## src/rtl/ec_point_double_seq_if.sv

```systemverilog
// Valid/ready bus of the point doubler: projective point in, doubled point out.
interface ec_point_double_seq_if #(
    parameter int unsigned M = 4
) ();
    logic         in_valid;
    logic         in_ready;
    logic [M-1:0] X1;
    logic [M-1:0] Y1;
    logic [M-1:0] Z1;
    logic         out_valid;
    logic         out_ready;
    logic [M-1:0] X2;
    logic [M-1:0] Y2;
    logic [M-1:0] Z2;

    modport master (
        output in_valid, X1, Y1, Z1, out_ready,
        input  in_ready, out_valid, X2, Y2, Z2
    );

    modport slave (
        input  in_valid, X1, Y1, Z1, out_ready,
        output in_ready, out_valid, X2, Y2, Z2
    );
endinterface

```

## src/rtl/ec_point_double_seq.sv

```systemverilog
// Sequential Lopez-Dahab point doubler over GF(2^M): one shared field multiplier
// driven by a ten-step micro-schedule, valid/ready on both sides.
module ec_point_double_seq #(
    parameter int unsigned    M       = 4,
    parameter logic [M:0]     POLY    = 5'b10011,
    parameter logic [M-1:0]   A_CONST = 4'h4,
    parameter logic [M-1:0]   B_CONST = 4'h1
) (
    input logic                  clk,
    input logic                  rst_n,
    ec_point_double_seq_if.slave bus
);

    if (POLY[M] != 1'b1 || POLY[0] != 1'b1) begin : g_poly_check
        $error("POLY must have bit M and bit 0 set");
    end

    localparam logic [1:0] S_IDLE = 2'd0;
    localparam logic [1:0] S_CALC = 2'd1;
    localparam logic [1:0] S_DONE = 2'd2;

    logic [1:0]   state_q;
    logic [3:0]   step_q;
    logic [M-1:0] x1_q, y1_q, z1_q;
    logic [M-1:0] zs_q, xs_q, zq_q, xq_q, bz_q, ys_q, s_q, p_q;
    logic [M-1:0] x2_q, y2_q, z2_q;
    logic [M-1:0] mul_a, mul_b, mul_p;

    // Operand routing: each step feeds exactly one product through the multiplier.
    always_comb begin
        mul_a = '0;
        mul_b = '0;
        case (step_q)
            4'd0: begin mul_a = z1_q;    mul_b = z1_q; end
            4'd1: begin mul_a = x1_q;    mul_b = x1_q; end
            4'd2: begin mul_a = zs_q;    mul_b = xs_q; end
            4'd3: begin mul_a = zs_q;    mul_b = zs_q; end
            4'd4: begin mul_a = xs_q;    mul_b = xs_q; end
            4'd5: begin mul_a = B_CONST; mul_b = zq_q; end
            4'd6: begin mul_a = y1_q;    mul_b = y1_q; end
            4'd7: begin mul_a = A_CONST; mul_b = z2_q; end
            4'd8: begin mul_a = x2_q;    mul_b = s_q;  end
            4'd9: begin mul_a = bz_q;    mul_b = z2_q; end
            default: begin mul_a = '0;   mul_b = '0;   end
        endcase
    end

    // MSB-first shift-and-add with reduction by POLY on every shift.
    always_comb begin
        mul_p = '0;
        for (int i = M - 1; i >= 0; i--) begin
            mul_p = {mul_p[M-2:0], 1'b0} ^ (mul_p[M-1] ? POLY[M-1:0] : '0);
            if (mul_b[i]) mul_p = mul_p ^ mul_a;
        end
    end

    always_ff @(posedge clk or negedge rst_n) begin
        if (!rst_n) begin
            state_q <= S_IDLE;
            step_q  <= '0;
            x1_q    <= '0;
            y1_q    <= '0;
            z1_q    <= '0;
            zs_q    <= '0;
            xs_q    <= '0;
            zq_q    <= '0;
            xq_q    <= '0;
            bz_q    <= '0;
            ys_q    <= '0;
            s_q     <= '0;
            p_q     <= '0;
            x2_q    <= '0;
            y2_q    <= '0;
            z2_q    <= '0;
        end else begin
            case (state_q)
                S_IDLE: begin
                    if (bus.in_valid) begin
                        x1_q <= bus.X1;
                        y1_q <= bus.Y1;
                        z1_q <= bus.Z1;
                        // Z1 == 0 is the point at infinity: it doubles to itself.
                        if (bus.Z1 == '0) begin
                            x2_q    <= bus.X1;
                            y2_q    <= bus.Y1;
                            z2_q    <= bus.Z1;
                            state_q <= S_DONE;
                        end else begin
                            step_q  <= '0;
                            state_q <= S_CALC;
                        end
                    end
                end
                S_CALC: begin
                    case (step_q)
                        4'd0: zs_q <= mul_p;
                        4'd1: xs_q <= mul_p;
                        4'd2: z2_q <= mul_p;
                        4'd3: zq_q <= mul_p;
                        4'd4: xq_q <= mul_p;
                        4'd5: begin
                            bz_q <= mul_p;
                            x2_q <= xq_q ^ mul_p;
                        end
                        4'd6: ys_q <= mul_p;
                        4'd7: s_q  <= mul_p ^ ys_q ^ bz_q;
                        4'd8: p_q  <= mul_p;
                        4'd9: y2_q <= p_q ^ mul_p;
                        default: ;
                    endcase
                    if (step_q == 4'd9) begin
                        state_q <= S_DONE;
                    end else begin
                        step_q <= step_q + 4'd1;
                    end
                end
                S_DONE: begin
                    if (bus.out_ready) state_q <= S_IDLE;
                end
                default: state_q <= S_IDLE;
            endcase
        end
    end

    // Gated with rst_n so the unit never advertises ready while held in reset.
    assign bus.in_ready  = (state_q == S_IDLE) && rst_n;
    assign bus.out_valid = (state_q == S_DONE);
    assign bus.X2        = x2_q;
    assign bus.Y2        = y2_q;
    assign bus.Z2        = z2_q;

endmodule

```

## src/flat_wrapper.sv

```systemverilog
// flat-port wrapper written by rule: the top's interface ports become plain ports
module ec_point_double_seq_flat 
#(
    parameter int unsigned    M       = 4,
    parameter logic [M:0]     POLY    = 5'b10011,
    parameter logic [M-1:0]   A_CONST = 4'h4,
    parameter logic [M-1:0]   B_CONST = 4'h1
)
  (clk, rst_n, bus_in_valid, bus_X1, bus_Y1, bus_Z1, bus_out_ready, bus_in_ready, bus_out_valid, bus_X2, bus_Y2, bus_Z2);
  ec_point_double_seq_if #(.M(M)) bus_i ();
  input logic clk;
  input logic rst_n;
  input wire logic [$bits(bus_i.in_valid)-1:0] bus_in_valid;
  input wire logic [$bits(bus_i.X1)-1:0] bus_X1;
  input wire logic [$bits(bus_i.Y1)-1:0] bus_Y1;
  input wire logic [$bits(bus_i.Z1)-1:0] bus_Z1;
  input wire logic [$bits(bus_i.out_ready)-1:0] bus_out_ready;
  output wire logic [$bits(bus_i.in_ready)-1:0] bus_in_ready;
  output wire logic [$bits(bus_i.out_valid)-1:0] bus_out_valid;
  output wire logic [$bits(bus_i.X2)-1:0] bus_X2;
  output wire logic [$bits(bus_i.Y2)-1:0] bus_Y2;
  output wire logic [$bits(bus_i.Z2)-1:0] bus_Z2;
  assign bus_i.in_valid = bus_in_valid;
  assign bus_i.X1 = bus_X1;
  assign bus_i.Y1 = bus_Y1;
  assign bus_i.Z1 = bus_Z1;
  assign bus_i.out_ready = bus_out_ready;
  assign bus_in_ready = bus_i.in_ready;
  assign bus_out_valid = bus_i.out_valid;
  assign bus_X2 = bus_i.X2;
  assign bus_Y2 = bus_i.Y2;
  assign bus_Z2 = bus_i.Z2;
  ec_point_double_seq #(.M(M), .POLY(POLY), .A_CONST(A_CONST), .B_CONST(B_CONST)) u_core (.clk(clk), .rst_n(rst_n), .bus(bus_i));
endmodule
```

## config.mk

```make
export PLATFORM = sky130hd
export DESIGN_NAME = ec_point_double_seq_flat
export DESIGN_NICKNAME = d
export VERILOG_FILES = /design/src/rtl/ec_point_double_seq_if.sv /design/src/rtl/ec_point_double_seq.sv /design/src/flat_wrapper.sv
export SDC_FILE = /design/constraint.sdc
export NUM_CORES = 1
export LEC_CHECK = 0
export BUFFER_PORTS_ARGS = -buffer_cell sky130_fd_sc_hd__buf_2
export CAP_MARGIN = 5
export CORE_ASPECT_RATIO = 0.6
export CORE_MARGIN = 4
export CORE_UTILIZATION = 45
export CTS_CLUSTER_DIAMETER = 30
export CTS_CLUSTER_SIZE = 16
export DETAILED_ROUTE_END_ITERATION = 10
export SYNTH_ARGS = -nofsm -noshare
export SYNTH_HDL_FRONTEND = slang
export SYNTH_SLANG_ARGS = --single-unit
```

## constraint.sdc

```tcl
create_clock -name clk -period 9.64 [get_ports clk]
set_input_delay 0.964 -clock clk [delete_from_list [all_inputs] [get_ports clk]]
set_output_delay 0.964 -clock clk [all_outputs]
set_load 0.005 [all_outputs]
```

Word level (Yosys, flattened, before mapping)
Index checks and enable logic that the tools add are counted.
{ "word_totals": {"romBits": 0, "inputBits": 16, "latchBits": 0, "out_inout_bits": 14, "register_bits": 62, "n_memories": 0, "wordCells": 98, "mem_bits_rw": 0} }
{ "classes": {"eq_ne": 19, "shift": 0, "addsub": 1, "reduce_logical": 22, "order_cmp": 0, "n_mux": 30, "n_div": 0, "bitwise": 10, "multipliers": 0} }
{ "ops": {"columns": ["operator", "n"], "rows": [
  ["two-way mux 4 bit", 16],
  ["XOR 4 bit", 10],
  ["one-hot mux 4 bit (9 select lines)", 1],
  ["one-hot mux 4 bit (2 select lines)", 4],
  ["one-hot mux 4 bit (8 select lines)", 1],
  ["AND reduction 2 bit", 9],
  ["== test 4 x 3 -> 1 bit, second input constant", 4],
  ["AND reduction 4 bit", 4],
  ["two-way mux 2 bit", 7],
  ["!= test 2 bit, second input constant", 6],
  ["== test 4 x 2 -> 1 bit, second input constant", 2],
  ["== test 4 bit, second input constant", 2],
  ["logical NOT 4 bit", 2],
  ["one-hot mux 2 bit (3 select lines)", 1],
  ["OR reduction 2 bit", 3],
  ["adder 4 x 1 -> 4 bit, second input constant", 1],
  ["== test 4 x 1 -> 1 bit, second input constant", 1],
  ["!= test 2 x 1 -> 1 bit, second input constant", 2],
  ["AND reduction 3 bit", 1],
  ["== test 2 x 1 -> 1 bit, second input constant", 1],
  ["== test 2 bit, second input constant", 1],
  ["logical NOT 2 bit", 1],
  ["nonzero test 2 bit", 1],
  ["logical AND 1 bit", 1]
]} }

Depth between registers and ports, before layout
Gate-level depths: netlist of run 1.
{ "depth": {"ltp_word": 19, "mapped_depth": 13, "ltp_nobuf": 10} }

Worst setup path after synthesis of run 1
OpenSTA, ideal clock, no wires.
{ "synth_timing": {"path_kind": "reg-to-reg", "startpoint": "register u_core.step_q[0]", "endpoint": "register u_core.p_q[1]", "arrival_ps": 3011, "path_stages_with_launch": 12, "period_less_slack_ps": 3136, "t_required_ps": 9515, "setup_slack_ps": 6504, "setup_time_ps": 125, "path_buffers": 2, "cell_sequence": "dfrtp_1 > inv_1 > ha_1 > buf_6 > a22o_1 > a32o_2 > a2111oi_4 > nor2_1 > xnor3_2 > xnor3_1 > buf_6 > mux2_2"} }
{ "synth_between": {"elab_chain_cells": 14, "elab_cells_between_ends": 28, "cone_classes": "eq/ne: 9; mux: 8; bitwise: 6; reduce/logical: 5"} }
{ "synth_rtl": {"columns": ["element", "line", "source"], "rows": [
  ["start: declaration", "ec_point_double_seq.sv:23", "logic [3:0] step_q;"],
  ["start signal: assignment", "ec_point_double_seq.sv:114", "step_q <= step_q + 4'd1;"],
  ["== test 4 x 2 -> 1 bit (tied with other cells)", "ec_point_double_seq.sv:33", "case (step_q)"],
  ["OR reduction 2 bit (no source line)", null, null],
  ["one-hot mux 4 bit (9 select lines) or one-hot mux 4 bit (8 select lines) (tied branches)", "ec_point_double_seq.sv:33", null],
  ["two-way mux 4 bit", "ec_point_double_seq.sv:53", "if (mul_b[i]) mul_p = mul_p ^ mul_a;"],
  ["XOR 4 bit", "ec_point_double_seq.sv:52", "mul_p = {mul_p[M-2:0], 1'b0} ^ (mul_p[M-1] ? POLY[M-1:0] : '0);"],
  ["XOR 4 bit", "ec_point_double_seq.sv:53", null],
  ["two-way mux 4 bit", "ec_point_double_seq.sv:53", null],
  ["two-way mux 2 bit or XOR 4 bit (tied branches)", "ec_point_double_seq.sv:52", null],
  ["XOR 4 bit (on tied branches)", "ec_point_double_seq.sv:52, ec_point_double_seq.sv:53", null],
  ["XOR 4 bit or two-way mux 4 bit (tied branches)", "ec_point_double_seq.sv:53", null],
  ["two-way mux 4 bit or two-way mux 2 bit (tied branches)", "ec_point_double_seq.sv:53, ec_point_double_seq.sv:52", null],
  ["XOR 4 bit", "ec_point_double_seq.sv:52", null],
  ["XOR 4 bit", "ec_point_double_seq.sv:53", null],
  ["two-way mux 4 bit", "ec_point_double_seq.sv:53", null],
  ["end signal: assignment", "ec_point_double_seq.sv:107", "4'd8: p_q <= mul_p;"],
  ["end: declaration", "ec_point_double_seq.sv:25", "logic [M-1:0] zs_q, xs_q, zq_q, xq_q, bz_q, ys_q, s_q, p_q;"]
]} }
Several ways; a longest one is shown, not always the timed one.
A chain may end at the register's enable or synchronous reset.

Final worst setup path of run 1
{ "layout_timing": {"startpoint": "register u_core.step_q[0]", "endpoint": "register u_core.x2_q[0] (netlist: u_core.bus.X2[0])"} }
{ "layout_between": {"elab_chain_cells": 17, "elab_cells_between_ends": 31, "cone_classes": "eq/ne: 10; mux: 9; bitwise: 7; reduce/logical: 5"} }
{ "layout_rtl": {"columns": ["element", "line", "source"], "rows": [
  ["== test 4 x 2 -> 1 bit (tied with other cells)", "ec_point_double_seq.sv:33", null],
  ["OR reduction 2 bit (no source line)", null, null],
  ["one-hot mux 4 bit (9 select lines) or one-hot mux 4 bit (8 select lines) (tied branches)", "ec_point_double_seq.sv:33", null],
  ["two-way mux 4 bit", "ec_point_double_seq.sv:53", null],
  ["XOR 4 bit", "ec_point_double_seq.sv:52", null],
  ["XOR 4 bit", "ec_point_double_seq.sv:53", null],
  ["two-way mux 4 bit", "ec_point_double_seq.sv:53", null],
  ["XOR 4 bit", "ec_point_double_seq.sv:52", null],
  ["XOR 4 bit", "ec_point_double_seq.sv:53", null],
  ["two-way mux 4 bit", "ec_point_double_seq.sv:53", null],
  ["two-way mux 2 bit", "ec_point_double_seq.sv:52", null],
  ["XOR 4 bit", "ec_point_double_seq.sv:52", null],
  ["XOR 4 bit", "ec_point_double_seq.sv:53", null],
  ["two-way mux 4 bit", "ec_point_double_seq.sv:53", null],
  ["XOR 4 bit", "ec_point_double_seq.sv:103", "x2_q <= xq_q ^ mul_p;"],
  ["two-way mux 4 bit", "ec_point_double_seq.sv:95", "case (step_q)"],
  ["one-hot mux 4 bit (2 select lines)", "ec_point_double_seq.sv:76", "case (state_q)"],
  ["end signal: assignment", "ec_point_double_seq.sv:84", "x2_q <= bus.X1;"],
  ["end signal: assignment", "ec_point_double_seq.sv:103", null],
  ["end: declaration", "ec_point_double_seq.sv:26", "logic [M-1:0] x2_q, y2_q, z2_q;"]
]} }
Several ways; a longest one is shown, not always the timed one. The select of a mux whose other input is x is not followed.

==> results of run 1 <==
cells in the mapped netlist (2+ instances only):
library cell and instances:
nor2_1 30, nand2b_1 4, ha_1 4, o21ai_0 11
mux2i_1 2, xor2_1 9, xnor2_2 2, a22oi_1 5
buf_4 2, nor3b_1 2, and2_1 2, dfrtp_1 62
nor2b_1 4, xnor2_1 14, xnor3_1 2, inv_1 8
nor3_1 2, clkbuf_1 6, o22ai_1 3, mux2_2 16
xor3_1 2, a22o_1 7, a211oi_1 5, nand2_1 67
nand3b_1 7, o221ai_1 3, buf_2 5, a2111oi_4 5
a21boi_0 2, a21oi_1 16, nand3_1 10, a32o_1 2
o21ai_1 10, a21o_1 2, o31ai_1 2, buf_6 5
and3_1 6
worst register-to-register path, delay by kind of cell, from the launching register on:
family / cells / cell delay, ns
AOI/OAI and AO/OA: 2 / 0.93
adders and majority gates: 1 / 0.47
muxes: 1 / 0.33
buffers and inverters: 1 / 0.08
xor gates and xnor gates: 3 / 1.26
DFF: 1 / 0.41
and+or+nand+nor: 2 / 0.31
per-layer routing:
| metal | GRT usage, % | up-vias | part of all wire, % |
|---|---|---|---|
| li1 | - | 1329 | - |
| met1 | 33.5 | 1374 | 50 |
| met2 | 27.4 | 108 | 39 |
| met3 | 8.50 | 22 | 8.5 |
| met4 | 8.18 | 2 | 2.4 |
| met5 | 0 | - | 0.13 |
stage by stage:
step | hold WS, ns | setup slack [ns] | cells
final | 0.484 | 5.70 | 493
after global routing | 0.514 | 5.37 | 493
after CTS | 0.485 | 5.72 | 493
after detailed placement | 0.471 | 5.78 | 478
after global placement | 0.467 | 5.91 | 478
after floorplan | 0.446 | 6.50 | 362
area by class of cell:
type                       instances  area, um2
sequential                        62       1550
multi-input combinational        274       1910
clock inverter                     3       20.0
timing repair buffer              30        153
tap                              104        130
inverter                           8       30.0
clock buffer                      12        256
fill                             666       3490
worst paths after layout:
kind	from	endpoint	slack (ns)	cells after the start
max reg2reg	u_core.step_q[0]	u_core.bus.X2[0]	5.70	10
max in group asynchronous	rst_n	u_core.s_q[2]	8.31	2
min	u_core.z1_q[0]	u_core.z1_q[0]	0.48	2
max	u_core.step_q[0]	u_core.bus.X2[0]	5.70	10
min in group asynchronous	rst_n	u_core.step_q[2]	0.80	2
min reg2reg	u_core.z1_q[0]	u_core.z1_q[0]	0.48	2
cells by family (layout without fill, tap and decap cells):
kind of cell    count (synthesis)  in the layout  synth area share (%)
buf+inv                        26             53                  4.13
compound gates                 84             84                  19.0
mux                            18             18                  5.55
simple gates                  138            138                  17.3
fa+ha+maj                       4              4                  1.39
xor+xnor                       30             30                  9.71
flops                          62             62                  43.0
==> results list, run 1 <==
* Final-report hold violation count: 0
- After detailed routing, the number of vias per cell comes to 5.75.
- Clock tree from TritonCTS: done
- Wirelength per Cell: 19.4 um
- The die covers 9560 um2.
- First-pass iteration count of the detailed router: 4
- The wire-length estimate of the detail-placed layout is 6920 um.
- The routed layout has 2835 vias.
- Static timing analysis puts the maximum clock frequency at 254 MHz.
* Library cell contributing the largest single delay on the critical path: a2111oi_0
* Total number of nets in the final design: 405
- Height of the chip: 77.4 um
- In this run the worst hold path is classified as reg2reg.
- The synthesized netlist occupies a cell area of 3610 um2.
- The first global-routing pass estimated 15600 um of wire.
- The flow ran to the end, and the final reports show no timing, DRC or antenna violations.
- At the end of routability-driven placement, the weighted congestion stood at 0.895.
- Average size of a mapped cell: 9.97 um2
* Setup Buffers After CTS: 0
- STA classifies the critical path startpoint as a flip-flop.
- Relative to the synthesized area, the layout overhead comes to 12.2%.
- Seq/Total Area, Yosys: 43.0%
* Setup_tns: 0 ns
- CTS H-tree depth: 3
- In the synthesized netlist the async set-or-reset flop fraction comes to 100%.
- In this run the core area contains 24 standard-cell rows.
- Traced cell by cell, the critical path runs through inv_1 > ha_1 > mux2i_1 > nor2_1 > a2111oi_0 > nor2_1 > xnor3_2 > xor2_1 > xor2_1 > o221ai_1.
* Vias in the first global route: 2761
- Cell at the root of the clock tree: clkbuf_16
- Post-synth cell types: 53
* Proportion of layout cells with a drive suffix above 1: 18.8%
* Crit. End Element: flip-flop
* Number of top-level design ports: 30
* Starting utilization of the core area: 47.9%
- Die outline width: 124 um
* Transition at the pin with the smallest max-transition slack: 0.980 ns
* Crit path kind: reg2reg
- Buffers placed on the I/O ports in this run total 29.
- During synthesis, Yosys emitted a total of 0 warnings.
* Iteration-0 DRC count of the detailed router: 264
- The routed design could run at a clock period as short as 3.94 ns.
- In this run, post-CTS repair resized a total of 0 instances.
- Total track usage: 21.9%
- Critical Path Max Stage Delay: 0.80 ns
- After routing the design area is 4050 um2.
* Pin count of the biggest net entering global routing: 64
- The library cells used most frequently in the layout, excluding fill and tap cells, are nand2_1, dfrtp_1, nor2_1.
* Max-slew violations: 0
* Clock insertion delay at the later pin of the skew report: 0.33 ns
- Standard cell area after detailed placement: 3770 um2
- RSZ-0062 raised after global routing: no
- Among cell families on the critical path, the largest total delay comes from XOR/XNOR gates.
- Gate count after technology mapping: 362
- Clock tree synthesis found a total of 62 sinks.
- Quantity of hold-fixing buffers added after cts: 0
- # diodes: 0
- Clock skew after layout: 0.00684 ns
* Area contributors post-synth: dfrtp_1, nand2_1, mux2_2, a2111oi_4, xnor2_1
- Summed over its instances, the top area cell type makes up 43.0% of the synthesized netlist area.
* Util after Layout: 53.7%
- Of all nets on the critical path, the largest fanout is 18.
* Number of buffers and inverters on the critical path: 1
- The synthesized design contains 0 enable-type register cells.
- In the finished design, the share of the clock period the worst path needs comes to 40.9%.
- Max-cap violations: 0
- Predominant post-synthesis flop cell: dfrtp_1
- After synthesis the netlist holds a flip-flop and latch count of 62.
- Number of buffers on the longest clock path: 2
* Most common cell after layout, fill and taps aside: nand2_1
* Global route overflow: 0
- Core area: 7540 um2
- The final layout contains routed wiring with a total length of 9540 um.
- TritonCTS created 9 clock buffers.
- Max transition margin: 34.5%
* Net count of the mapped netlist: 382
- Data required time of the worst path: 9.82 ns
- Synth area leader: dfrtp_1
* Arrival time reported for the critical path endpoint: 4.12 ns
- Clock-pin slew on the worst setup and hold paths: 0.05 ns
* Detail Route Antenna Nets: 0
* Setup violations, final: 0
- For this run, design rule violations remaining after detail routing come to 0.
- The initial antenna violation count was 1.
Power of run 1 is left out: the tool's default activity adds up to more than one toggle a clock period on the data nets, which glitch-free logic cannot reach.
==> run 2, diff against run 1 <==
--- a/config.mk
+++ b/config.mk
@@ -13,6 +13,7 @@
 export CTS_CLUSTER_DIAMETER = 30
 export CTS_CLUSTER_SIZE = 16
 export DETAILED_ROUTE_END_ITERATION = 10
+export PLACE_DENSITY = 0.65
 export SYNTH_ARGS = -nofsm -noshare
 export SYNTH_HDL_FRONTEND = slang
 export SYNTH_SLANG_ARGS = --single-unit
==> constraint.sdc (replaced) <==
create_clock -name clk -period 3.24 [get_ports clk]
set_input_delay 0.324 -clock clk [delete_from_list [all_inputs] [get_ports clk]]
set_output_delay 0.324 -clock clk [all_outputs]
set_load 0.005 [all_outputs]
==> run 2 against run 1 <==
Via count increased by 4.0%; fmax increased by 27%; final area increased by 7.7%; routed wire length increased by 4.2%; global-route usage increased by 0.54 points; critical path type unchanged; largest cell class unchanged.
==> results list, run 2 (synthesis gave the netlist of run 1 again) <==
* Share of the clock period used by the worst path: 95.5% (was 40.9%)
* Routed vias: 2949 (was 2835)
* Iteration-0 DRC count of the detailed router: 296 (was 264)
- Global-route wire length before repair: 16100 um (was 15600 um)
- The die height was 77.4 um (unchanged).
- The source of the worst register-to-register timing path is u_core.step_q[0] (unchanged).
- Leading cell types in the layout, fill and taps excluded: nand2_1, dfrtp_1, buf_4 (was nand2_1, dfrtp_1, nor2_1)
- Wirelength per Cell: 18.7 um (was 19.4 um)
- Clock insertion delay at the later pin of the skew report: 0.33 ns (about the same)
- Core area: 7540 um2 (unchanged)
* Area of the multi-input gates: 1930 um2 (was 1910 um2)
- The highest clock frequency the design can meet is 323 MHz (was 254 MHz).
- Util after Layout: 57.9% (was 53.7%)
- The maximum level of the CTS H-tree is 3 (unchanged).
- Fill cells: 668 (was 666)
* Clock-pin slew on the worst setup and hold paths: 0.05 ns (about the same)
* Total of buffers placed on input and output ports: 29 (unchanged)
- The actual transition at the worst max-transition pin was 0.669 ns (was 0.980 ns).
* Die footprint: 9560 um2 (unchanged)
- The worst slew margin relative to its limit was 55.4% (was 34.5%).
- The number of nets with antenna violations after detailed routing came to 0 (unchanged).
- Starting utilization of the core area: 47.9% (unchanged)
- Final-report hold violation count: 0 (unchanged)
- Die outline width: 124 um (unchanged)
- Cell at the root of the clock tree: clkbuf_16 (unchanged)
* DRC violation count after routing: 0 (unchanged)
* Placer's final routability congestion estimate: 0.913 (was 0.895)
- Setup Buffers After CTS: 0 (unchanged)
- The final cell count without fillers is 531 (was 493).
- Total wire length after detailed routing: 9940 um (was 9540 um)
* Worst hold path class: in2async (was reg2reg)
* Number of buffers on the longest clock path: 2 (unchanged)
- Initial antenna violation count: 0 (was 1)
* Worst setup SP type: flip-flop (unchanged)
- Clock tree from TritonCTS: done (unchanged)
* Global route overflow: 0 (unchanged)
* FF-to-FF End: u_core.bus.X2[3] (was u_core.bus.X2[0])
- The endpoint arrival time on the critical path came to 3.28 ns (was 4.12 ns).
- The minimum clock period was 3.09 ns (was 3.94 ns).
- The share of post-route cells with drive strength above 1 was 27.9% (was 18.8%).
- The hold buffer count at cts came to 0 (unchanged).
* RSZ-0062 raised after global routing: no (unchanged)
* FF-to-FF path depth: 13 (was 10)
- Setup violations, final: 0 (unchanged)
- Routed vias/inst: 5.55 (was 5.75)
* Clock buffers created by TritonCTS: 9 (unchanged)
* Most common cell after layout, fill and taps aside: nand2_1 (unchanged)
- The overall routing resource usage is 22.5% (was 21.9%).
- Status: complete, no violations (unchanged)
- The count of nets after finishing is 443 (was 405).
* Row cnt: 24 (unchanged)
* Pin count of the biggest net entering global routing: 39 (was 64)
- The reg2reg setup slack was 0.15 ns (was 5.70 ns).
- Vias in the first global route: 2864 (was 2761)
- Area growth, synth to finish: 20.8% (was 12.2%)
- Crit path kind: reg2reg (unchanged)
* Crit. End Element: flip-flop (unchanged)
* Clock skew after layout: 0.00425 ns (was 0.00684 ns)
* Clock tree sinks: 62 (unchanged)
- The instance count after placement with tap cells included was 516 (was 478).
- Max-slew violations: 0 (unchanged)
* Critical-path maximum fanout: 11 (was 18)
* # diodes: 0 (unchanged)
- Detailed-placement wirelength estimate: 7470 um (was 6920 um)
* Number of top-level design ports: 30 (unchanged)
- The critical path required time came to 3.43 ns (was 9.82 ns).
- First-pass iteration count of the detailed router: 5 (was 4)
- Max-cap violations: 0 (unchanged)
- Sequential cell area: 1550 um2 (unchanged)
run 2: worst max-delay path by stage:
stage / cells after the start / startpoint / slack (ns) / to
floorplan: 11 / u_core.step_q[0] / 0.10 / u_core.p_q[1]
global placement: 11 / u_core.step_q[1] / 0.04 / u_core.bus.X2[1]
detailed placement: 11 / u_core.step_q[0] / -0.11 / u_core.bus.X2[1]
CTS: 12 / u_core.step_q[0] / 0.06 / u_core.bus.X2[1]
global route: 12 / u_core.step_q[0] / 0.0008 / u_core.bus.X2[0]
finish: 13 / u_core.step_q[0] / 0.15 / u_core.bus.X2[3]
run 2: cell type report:
| class | count | area share (%) |
|---|---|---|
| Multi-Input combinational cell | 274 | 44.4 |
| Timing Repair Buffer | 68 | 10.0 |
| Inverter | 8 | 0.689 |
| Clock inverter | 3 | 0.459 |
| Tap cell | 104 | 2.98 |
| Clock buffer | 12 | 5.88 |
| Sequential cell | 62 | 35.6 |
run 2: routing by layer:
metal  GRT usage [%]  part of all wire (%)  up-vias
met5               0                     0        -
met4            4.75                  0.67        0
met3            9.67                   9.5        8
met2            29.1                    39      122
met1            34.4                    50     1416
li1                -                     -     1403
run 2: through the flow:
| step | area (um2) | TNS (ns) | setup slack, ns | hold slack [ns] |
|---|---|---|---|---|
| floorplan | 3610 | 0 | 0.104 | 0.0284 |
| global placement | 4060 | 0 | 0.0374 | 0.352 |
| detailed placement | 4060 | -0.143 | -0.110 | 0.371 |
| CTS | 4340 | 0 | 0.0560 | 0.0130 |
| global route | 4360 | 0 | 0.000785 | 0.0480 |
| finish | 4360 | 0 | 0.147 | 0.0139 |
run 2: critical path: stages (launching register included):
cell and delay, ns:
dfrtp_1 0.41, buf_4 0.16, ha_1 0.23, buf_4 0.16, o21a_2 0.25, buf_4 0.15, a2111oi_4 0.38, buf_4 0.20
a211oi_1 0.07, nor3_1 0.26, xor2_1 0.17, buf_4 0.23, xnor2_1 0.14, o221ai_1 0.13
run 2: what timing repair did:
| item | CTS | global route |
|---|---|---|
| gates resized for setup | 2 | 7 |
| pin swaps | 0 | 4 |
| gates cloned | 0 | 0 |
| setup endpoints to repair | 11 | 20 |
Power of run 2 is left out for the same reason.
